`config.mk`:
```
export PLATFORM = sky130hd
export DESIGN_NAME = imm_rot_encoder
export DESIGN_NICKNAME = d
export VERILOG_FILES = /design/src/rtl/imm_rot_encoder.sv
export SDC_FILE = /design/constraint.sdc
export NUM_CORES = 1
export LEC_CHECK = 0
export BUFFER_PORTS_ARGS = -buffer_cell sky130_fd_sc_hd__buf_4
export CAP_MARGIN = 0
export CELL_PAD_IN_SITES_DETAIL_PLACEMENT = 0
export CELL_PAD_IN_SITES_GLOBAL_PLACEMENT = 1
export CORE_MARGIN = 5
export CORE_UTILIZATION = 35
export CTS_BUF_LIST = sky130_fd_sc_hd__clkbuf_8
export DETAILED_ROUTE_END_ITERATION = 12
export HOLD_SLACK_MARGIN = 0.15
export PLACE_DENSITY_LB_ADDON = 0.15
export REMOVE_ABC_BUFFERS = 1
export SYNTH_ARGS = -nofsm -noshare
export SYNTH_HDL_FRONTEND = slang
export SYNTH_SLANG_ARGS = --single-unit
```
`constraint.sdc`:
```
create_clock -name clk -period 4.9 [get_ports clk]
set_input_delay 0.49 -clock clk [delete_from_list [all_inputs] [get_ports clk]]
set_output_delay 0.49 -clock clk [all_outputs]
set_load 0.03 [all_outputs]
```
`src/rtl/imm_rot_encoder.sv`:
```
// ---------------------------------------------------------------------------
// imm_rot_encoder
//
// Purpose:
//   Sequential encoder that turns a 32-bit constant into the ARM
//   data-processing immediate form {rotate[3:0], imm8[7:0]}. The encoded value
//   is imm8 rotated right by 2*rotate. This is the inverse of the val2
//   generator's immediate decode path.
//
//   The search tests TESTS_PER_CYCLE rotate candidates per clock. Candidate r
//   matches when rotl(value, 2r) fits in 8 bits. The smallest matching rotate
//   always wins, so the result is canonical.
//
// Configuration:
//   TESTS_PER_CYCLE : number of candidates tested per clock. Legal values are
//                     1, 2, 4, 8 and 16; any other value stops elaboration.
//   IMM_NEG_SEARCH_EN (macro) : when defined and all 16 plain candidates fail,
//                     a second pass searches ~value with the same rules.
//                     A hit from that pass sets neg=1. When undefined, neg
//                     is constant 0.
//
// Ports:
//   clk           in   1   clock, rising edge
//   rst           in   1   synchronous, active-high reset
//   in_valid      in   1   request strobe
//   in_ready      out  1   high only while idle
//   value         in   32  constant to encode, sampled on the accept edge
//   out_valid     out  1   result valid, held until accepted
//   out_ready     in   1   consumer accept
//   shift_operand out  12  {rot[3:0], imm8[7:0]}
//   ok            out  1   1 = encodable
//   neg           out  1   1 = result encodes ~value
// ---------------------------------------------------------------------------
module imm_rot_encoder #(
    parameter int TESTS_PER_CYCLE = 1
) (
    input  logic        clk,
    input  logic        rst,
    input  logic        in_valid,
    output logic        in_ready,
    input  logic [31:0] value,
    output logic        out_valid,
    input  logic        out_ready,
    output logic [11:0] shift_operand,
    output logic        ok,
    output logic        neg
);

    if (!(TESTS_PER_CYCLE == 1 || TESTS_PER_CYCLE == 2 || TESTS_PER_CYCLE == 4 ||
          TESTS_PER_CYCLE == 8 || TESTS_PER_CYCLE == 16)) begin : g_bad_tests_per_cycle
        $error("imm_rot_encoder: TESTS_PER_CYCLE must be 1, 2, 4, 8 or 16");
    end

`ifdef IMM_NEG_SEARCH_EN
    localparam bit NEG_EN = 1'b1;
`else
    localparam bit NEG_EN = 1'b0;
`endif

    typedef enum logic [1:0] {
        ST_IDLE   = 2'd0,
        ST_SEARCH = 2'd1,
        ST_DONE   = 2'd2
    } state_t;

    // Rotate left by an even amount 0..30, taken from a doubled copy of the word.
    function automatic logic [31:0] rotl_even(input logic [31:0] v, input logic [3:0] r);
        logic [63:0] w;
        w = {v, v} << {r, 1'b0};
        return w[63:32];
    endfunction

    state_t      state_r, state_s;
    logic [4:0]  rot_cnt_r, rot_cnt_s;
    logic        pass_r, pass_s;
    logic [31:0] value_r, value_s;
    logic [11:0] shift_r, shift_s;
    logic        ok_r, ok_s;
    logic        neg_r, neg_s;
    logic        out_valid_r, out_valid_s;
    logic        in_ready_r, in_ready_s;

    logic [31:0] search_val_s;
    logic [3:0]  cand_rot_s [TESTS_PER_CYCLE];
    logic [31:0] cand_val_s [TESTS_PER_CYCLE];
    logic        hit_s;
    logic [3:0]  hit_rot_s;
    logic [7:0]  hit_imm_s;
    logic        last_group_s;

    // The second pass, when enabled, searches the complemented constant.
    assign search_val_s = pass_r ? ~value_r : value_r;

    // The group never straddles 16 because TESTS_PER_CYCLE divides 16.
    assign last_group_s = ((rot_cnt_r + 5'(TESTS_PER_CYCLE)) == 5'd16);

    for (genvar i = 0; i < TESTS_PER_CYCLE; i++) begin : g_cand
        assign cand_rot_s[i] = rot_cnt_r[3:0] + 4'(i);
        assign cand_val_s[i] = rotl_even(search_val_s, cand_rot_s[i]);
    end

    // Priority pick of the lowest matching candidate in the current group.
    always_comb begin
        hit_s     = 1'b0;
        hit_rot_s = 4'd0;
        hit_imm_s = 8'd0;
        for (int i = 0; i < TESTS_PER_CYCLE; i++) begin
            if (!hit_s && (cand_val_s[i][31:8] == 24'd0)) begin
                hit_s     = 1'b1;
                hit_rot_s = cand_rot_s[i];
                hit_imm_s = cand_val_s[i][7:0];
            end else begin
                hit_s = hit_s;
            end
        end
    end

    // Next-state and next-output logic for the IDLE/SEARCH/DONE controller.
    always_comb begin
        state_s     = state_r;
        rot_cnt_s   = rot_cnt_r;
        pass_s      = pass_r;
        value_s     = value_r;
        shift_s     = shift_r;
        ok_s        = ok_r;
        neg_s       = neg_r;
        out_valid_s = out_valid_r;
        case (state_r)
            ST_IDLE: begin
                if (in_valid) begin
                    value_s   = value;
                    rot_cnt_s = 5'd0;
                    pass_s    = 1'b0;
                    state_s   = ST_SEARCH;
                end else begin
                    state_s = ST_IDLE;
                end
            end
            ST_SEARCH: begin
                if (hit_s) begin
                    shift_s     = {hit_rot_s, hit_imm_s};
                    ok_s        = 1'b1;
                    neg_s       = pass_r;
                    out_valid_s = 1'b1;
                    state_s     = ST_DONE;
                end else if (last_group_s) begin
                    if (NEG_EN && !pass_r) begin
                        pass_s    = 1'b1;
                        rot_cnt_s = 5'd0;
                    end else begin
                        shift_s     = 12'd0;
                        ok_s        = 1'b0;
                        neg_s       = 1'b0;
                        out_valid_s = 1'b1;
                        state_s     = ST_DONE;
                    end
                end else begin
                    rot_cnt_s = rot_cnt_r + 5'(TESTS_PER_CYCLE);
                end
            end
            ST_DONE: begin
                if (out_ready) begin
                    out_valid_s = 1'b0;
                    state_s     = ST_IDLE;
                end else begin
                    out_valid_s = 1'b1;
                end
            end
            default: begin
                out_valid_s = 1'b0;
                state_s     = ST_IDLE;
            end
        endcase
        in_ready_s = (state_s == ST_IDLE);
    end

    // State and output registers with synchronous reset.
    always_ff @(posedge clk) begin
        if (rst) begin
            state_r     <= ST_IDLE;
            rot_cnt_r   <= 5'd0;
            pass_r      <= 1'b0;
            value_r     <= 32'd0;
            shift_r     <= 12'd0;
            ok_r        <= 1'b0;
            neg_r       <= 1'b0;
            out_valid_r <= 1'b0;
            in_ready_r  <= 1'b1;
        end else begin
            state_r     <= state_s;
            rot_cnt_r   <= rot_cnt_s;
            pass_r      <= pass_s;
            value_r     <= value_s;
            shift_r     <= shift_s;
            ok_r        <= ok_s;
            neg_r       <= neg_s;
            out_valid_r <= out_valid_s;
            in_ready_r  <= in_ready_s;
        end
    end

    assign in_ready      = in_ready_r;
    assign out_valid     = out_valid_r;
    assign shift_operand = shift_r;
    assign ok            = ok_r;
    assign neg           = neg_r;

endmodule
```
# Word-level counts from Yosys, hierarchy flattened

Index checks and enable logic that the tools add are counted.

Bits in registers: 55
Input bits: 36
Output and inout bits: 16
Word-level logic and storage cells: 48

Add/sub/neg operators: 1
Equal/unequal tests: 7
Shifts and indexed selects: 1
Mux-type cells: 21
Bitwise gates (word level): 1
Reductions and logical operators: 9

Operators by type and width:

| cell                                          | count |
|---|---|
| << shifter 64 x 5 -> 64 bit                   | 1 |
| zero test 24 bit                              | 1 |
| two-way mux 12 bit                            | 2 |
| two-way mux 5 bit                             | 3 |
| one-hot mux 5 bit (2 select lines)            | 1 |
| two-way mux 1 bit                             | 8 |
| two-way mux 8 bit                             | 1 |
| two-way mux 2 bit                             | 3 |
| inequality test 2 bit, second input constant  | 3 |
| one-hot mux 2 bit (3 select lines)            | 1 |
| AND reduction 2 bit                           | 3 |
| adder 5 x 1 -> 5 bit, second input constant   | 1 |
| == test 5 bit, second input constant          | 1 |
| zero test 2 bit                               | 2 |
| two-way mux 4 bit                             | 1 |
| AND reduction 4 bit                           | 1 |
| nonzero test 2 bit                            | 2 |
| inequality test 3 bit, second input constant  | 1 |
| one-hot mux 1 bit (3 select lines)            | 1 |
| == test 2 x 1 -> 1 bit, second input constant | 1 |
| == test 2 bit, second input constant          | 1 |
| inverter 1 bit                                | 1 |

# Logic depth before layout (Yosys ltp)

Depth after elaboration: 6
Mapped depth: 11
Depth with buffers taken out: 8

# Worst setup path before layout

OpenSTA, ideal clock, no wires.

Kind: register to register
Start: register rot_cnt_r[0]
End: register in_ready_r (netlist: in_ready)
Data arrival time: 2542 ps
Required time: 4756 ps
Path slack: 2214 ps
Stages on the path, launching flop included: 9
Path buffers: 2
Period minus slack after synthesis: 2686 ps
Path through: dfxtp_1 buf_6 mux4_2 or4_4 or4_4 and3_1 buf_6 o21ai_1 o311ai_0

Word-level cells in the longest chain between the ends: 6
Elaborated cells between the ends (all ways): 9
Classes of those cells: add/sub (1); eq/ne (1); shift (1); mux (4); reduce/logical (2)

Ends and longest elaborated chain:

| item                                                                | line     | RTL |
|---|---|---|
| from (decl)                                                         | 74       | `logic [4:0] rot_cnt_r, rot_cnt_s;` |
| from (signal assigned)                                              | 191      | `rot_cnt_r <= rot_cnt_s;` |
| << shifter 64 x 5 -> 64 bit or adder 5 x 1 -> 5 bit (tied branches) | 69, 95   |  |
| zero test 24 bit or == test 5 bit (tied branches)                   | 108, 95  |  |
| two-way mux 1 bit or two-way mux 2 bit (tied branches)              | 108, 146 |  |
| two-way mux 2 bit (*)                                               | 140      | `if (hit_s) begin` |
| one-hot mux 2 bit (3 select lines) (*)                              | 128      | `case (state_r)` |
| zero test 2 bit (*)                                                 | 174      | `in_ready_s = (state_s == ST_IDLE);` |
| to (signal assigned)                                                | 198      | `in_ready_r <= in_ready_s;` |
| to (decl)                                                           | 81       | `logic in_ready_r, in_ready_s;` |

Mark *: on every way between the ends. The rest lies on a longest branch, timed or not.
A chain may end at the register's enable or synchronous reset.

# Worst setup path in the final report

Start: register rot_cnt_r[1]
End: register shift_r[9] (netlist: shift_operand[9])

Word-level cells in the longest chain between the ends: 5
Elaborated cells between the ends (all ways): 9
Classes of those cells: add/sub (1); eq/ne (1); shift (1); mux (3); reduce/logical (3)

Ends and longest elaborated chain:

| item                          | line | RTL |
|---|---|---|
| << shifter 64 x 5 -> 64 bit   | 69   | `w = {v, v} << {r, 1'b0};` |
| zero test 24 bit              | 108  | `if (!hit_s && (cand_val_s[i][31:8] == 24'd0)) begin` |
| two-way mux 1 bit             | 108  |  |
| nonzero test 2 bit (no line)  | n/a  |  |
| AND reduction 2 bit (no line) | n/a  |  |
| to (signal assigned)          | 194  | `shift_r <= shift_s;` |
| to (decl)                     | 77   | `logic [11:0] shift_r, shift_s;` |

Several ways; a longest one is shown, not always the timed one.

==> flow_metrics.tcl <==
set metrics [dict create \
    core-area_um2 10300 \
    gp_congestion 0.901 \
    drtPass1Iterations 4 \
    syn2layout_area_growth_pct 14.2 \
    synthCells 437 \
    clkLatencyLatePin_ns 0.31 \
    synth-main-ff-cell "dfxtp_1" \
    cts_num_sinks 54 \
    synth.cell_area_um2 3720 \
    fin_util_pct 41.1 \
    cp_data_required_time_ns 5.10 \
    path_cells "buf_4 -> mux4_2 -> nor4_1 -> a41o_1 -> o2111a_1 -> nand3_4 -> mux2i_1" \
    grt_max_degree 44 \
    synth_seq_cells 54 \
    fillCellCount 1106 \
    crit_start "rot_cnt_r[1]$_SDFFE_PP0P_" \
    crit_arrival_ns 3.65 \
    route.detailed.drc 0 \
    status "finished, final reports clean" \
    max-cap-violations 0 \
    crit_path_end_kind "flip-flop" \
    critPathMaxFanout 39 \
    yosysWarnings 0 \
    placed_cell_area_um2 4140 \
    synth_cell_types 55 \
    row_count 37 \
    fmaxAchievable_mhz 290 \
    endpoint "shift_operand[9]$_SDFFE_PP0P_" \
    r2r-start "rot_cnt_r[1]$_SDFFE_PP0P_" \
    dieArea_um2 12800 \
    start_util_pct 36.0 \
    hold_path_class "primary input to flip-flop" \
    cellLeakagePower_nw 1.60 \
    cts_setup_buffers 0 \
    critPathKind "flip-flop to flip-flop" \
    async_reset_ff_share_pct 0 \
    multiInputGateArea_um2 2440 \
    die_h_um 113 \
    cts-root-buf "clkbuf_8" \
    hold_buffers 0 \
    grt_pass1_wl_um 16600 \
    dp_hpwl_um 7180 \
    htree_levels 2 \
    rr_worst_depth 7 \
    n_antenna_cell 0 \
    rsz0062_at_grt "no" \
    ant_nets 0 \
    worst_slew_pin_slew_ns 0.857 \
    r2r-end "shift_operand[9]$_SDFFE_PP0P_" \
    cts_buffer_depth 2 \
    vias 3276 \
    crit_path_max_incr_delay_ns 0.86 \
    cts_tree "yes" \
    cts_buffers 5 \
    clkTransAtPathRegs_ns 0.10 \
    synth_edf_count 0 \
    synth_area_per_cell_um2 8.51 \
    register_area_um2 1080 \
    vdd_drop_max_v 0.000109 \
    grt_pass1_vias 3236 \
    setup_viol_count_final 0 \
    hold_violations 0 \
    antenna_found_initial 0 \
    skew_ns 0.0110 \
    die_w_um 113 \
    io_pins 52 \
    drv_slew 0 \
    viasPerCell 5.44 \
    period_minus_slack_ns 3.45 \
    drt_iter0_drc 181 \
    cts_resized 0 \
    routed_wl_um 9930 \
    setup_tns_ns 0 \
    grt_remaining_overflow 0 \
    yosysSeqAreaShare_pct 29.1 \
    crit_slowest_cell "dfxtp_2" \
    startpoint_type "flip-flop" \
    wl_per_cell_um 16.5 \
    stdcell_area_um2 4250 \
    io_buffers 50 \
    r2r_setup_slack_ns 1.45 \
    track_usage_pct 15.9 \
    fin_nets 506 \
    fin_crit_sh_pct 70.4 \
    drive_gt1_share_pct 20.4 \
    max-slew-margin-rel_pct 42.9 \
    powerDensity_nw_per_um2 235 \
]
routing by layer:
| metal | vias up | track usage (%) | wire length (um) |
|---|---|---|---|
| met5 | - | 0 | 0 |
| met4 | 0 | 4.01 | 166 |
| met3 | 15 | 3.05 | 539 |
| met2 | 80 | 25.1 | 4380 |
| met1 | 1540 | 22.4 | 4830 |
| li1 | 1641 | - | - |
worst max-delay path, delay by kind of cell (launching register included):
kind,cells,cell delay (ns)
mux,2,0.77
flops,1,0.86
buf+inv,1,0.46
compound gates,2,0.62
simple gates,2,0.60
kinds of logic after synthesis:
group / share of synthesized area (%)
simple gates: 21.5
compound gates: 15.3
mux: 26.8
flops: 29.1
buf+inv: 5.21
fa+ha+maj: 1.68
other cells: 0.101
xor+xnor: 0.235
worst min path at each step:
stage,startpoint,endpoint,cells after the start
finish,value[22],value_r[22]$_SDFFE_PP0P_,3
global route,value[23],value_r[23]$_SDFFE_PP0P_,3
CTS,value[20],value_r[20]$_SDFFE_PP0P_,3
floorplan,value_r[17]$_SDFFE_PP0P_,value_r[17]$_SDFFE_PP0P_,2
detailed placement,shift_operand[3]$_SDFFE_PP0P_,shift_operand[3]$_SDFFE_PP0P_,2
global placement,shift_operand[1]$_SDFFE_PP0P_,shift_operand[1]$_SDFFE_PP0P_,2
stage by stage:
| stage | total power [mW] | worst slack (ns) | std cells | hold WS [ns] |
|---|---|---|---|---|
| 2_1_floorplan | 0.633 | 1.06 | 403 | 0.440 |
| 3_3_place_gp | 0.713 | 1.56 | 594 | 0.448 |
| 3_5_place_dp | 0.715 | 1.46 | 594 | 0.456 |
| 4_1_cts | 1.00 | 1.44 | 602 | 0.409 |
| 5_1_grt | 1.05 | 1.19 | 602 | 0.407 |
| 6_report | 0.997 | 1.45 | 602 | 0.407 |
layout make-up:
class / count / share of cell area (%)
repair buffers: 55 / 9.72
inverters: 7 / 0.619
clock buffers: 8 / 2.59
well taps: 136 / 4.01
flip-flops and latches: 54 / 25.5
multi-input cells: 342 / 57.6
report_power, final:
group | internal [mW] | switching (mW) | leakage (nW)
logic | 0.0972 | 0.113 | 1.10
clock network | 0.143 | 0.150 | 0.0575
registers | 0.458 | 0.0359 | 0.442
total | 0.698 | 0.299 | 1.60
cells in the mapped netlist, drive strengths merged (5+ instances only):
master / n / area (um^2)
nand2: 108 / 405
dfxtp: 54 / 1080
a21oi: 46 / 230
mux2i: 39 / 390
mux4: 26 / 597
nor2: 22 / 82.6
buf: 17 / 104
clkbuf: 17 / 63.8
o21ai: 10 / 50.0
nor3: 9 / 45.0
nand3: 8 / 52.6
o211ai: 7 / 52.6
a211oi: 6 / 45.0
inv: 6 / 22.5
and2: 5 / 31.3
ha: 5 / 62.6
o2111ai: 5 / 50.0
state kept, by name (all words and copies together) (netlist names):
| signal | cells |
|---|---|
| out_valid | 1 |
| state_r | 2 |
| ok | 1 |
| shift_operand | 12 |
| in_ready | 1 |
| rot_cnt_r | 5 |
| value_r | 32 |
placed cells by master (no fill, tap or decap), types with 5 or more instances in the layout:
cell and count:
ha_1 5, clkbuf_8 8, mux4_2 23, o21ai_0 9
nor3_1 9, nor2_1 22, nand2_1 108, inv_1 5
o211ai_1 7, a21oi_1 46, a211oi_1 6, dfxtp_1 52
mux2i_1 39, buf_4 55, nand3_1 7
(Power assumes the default switching activity.)
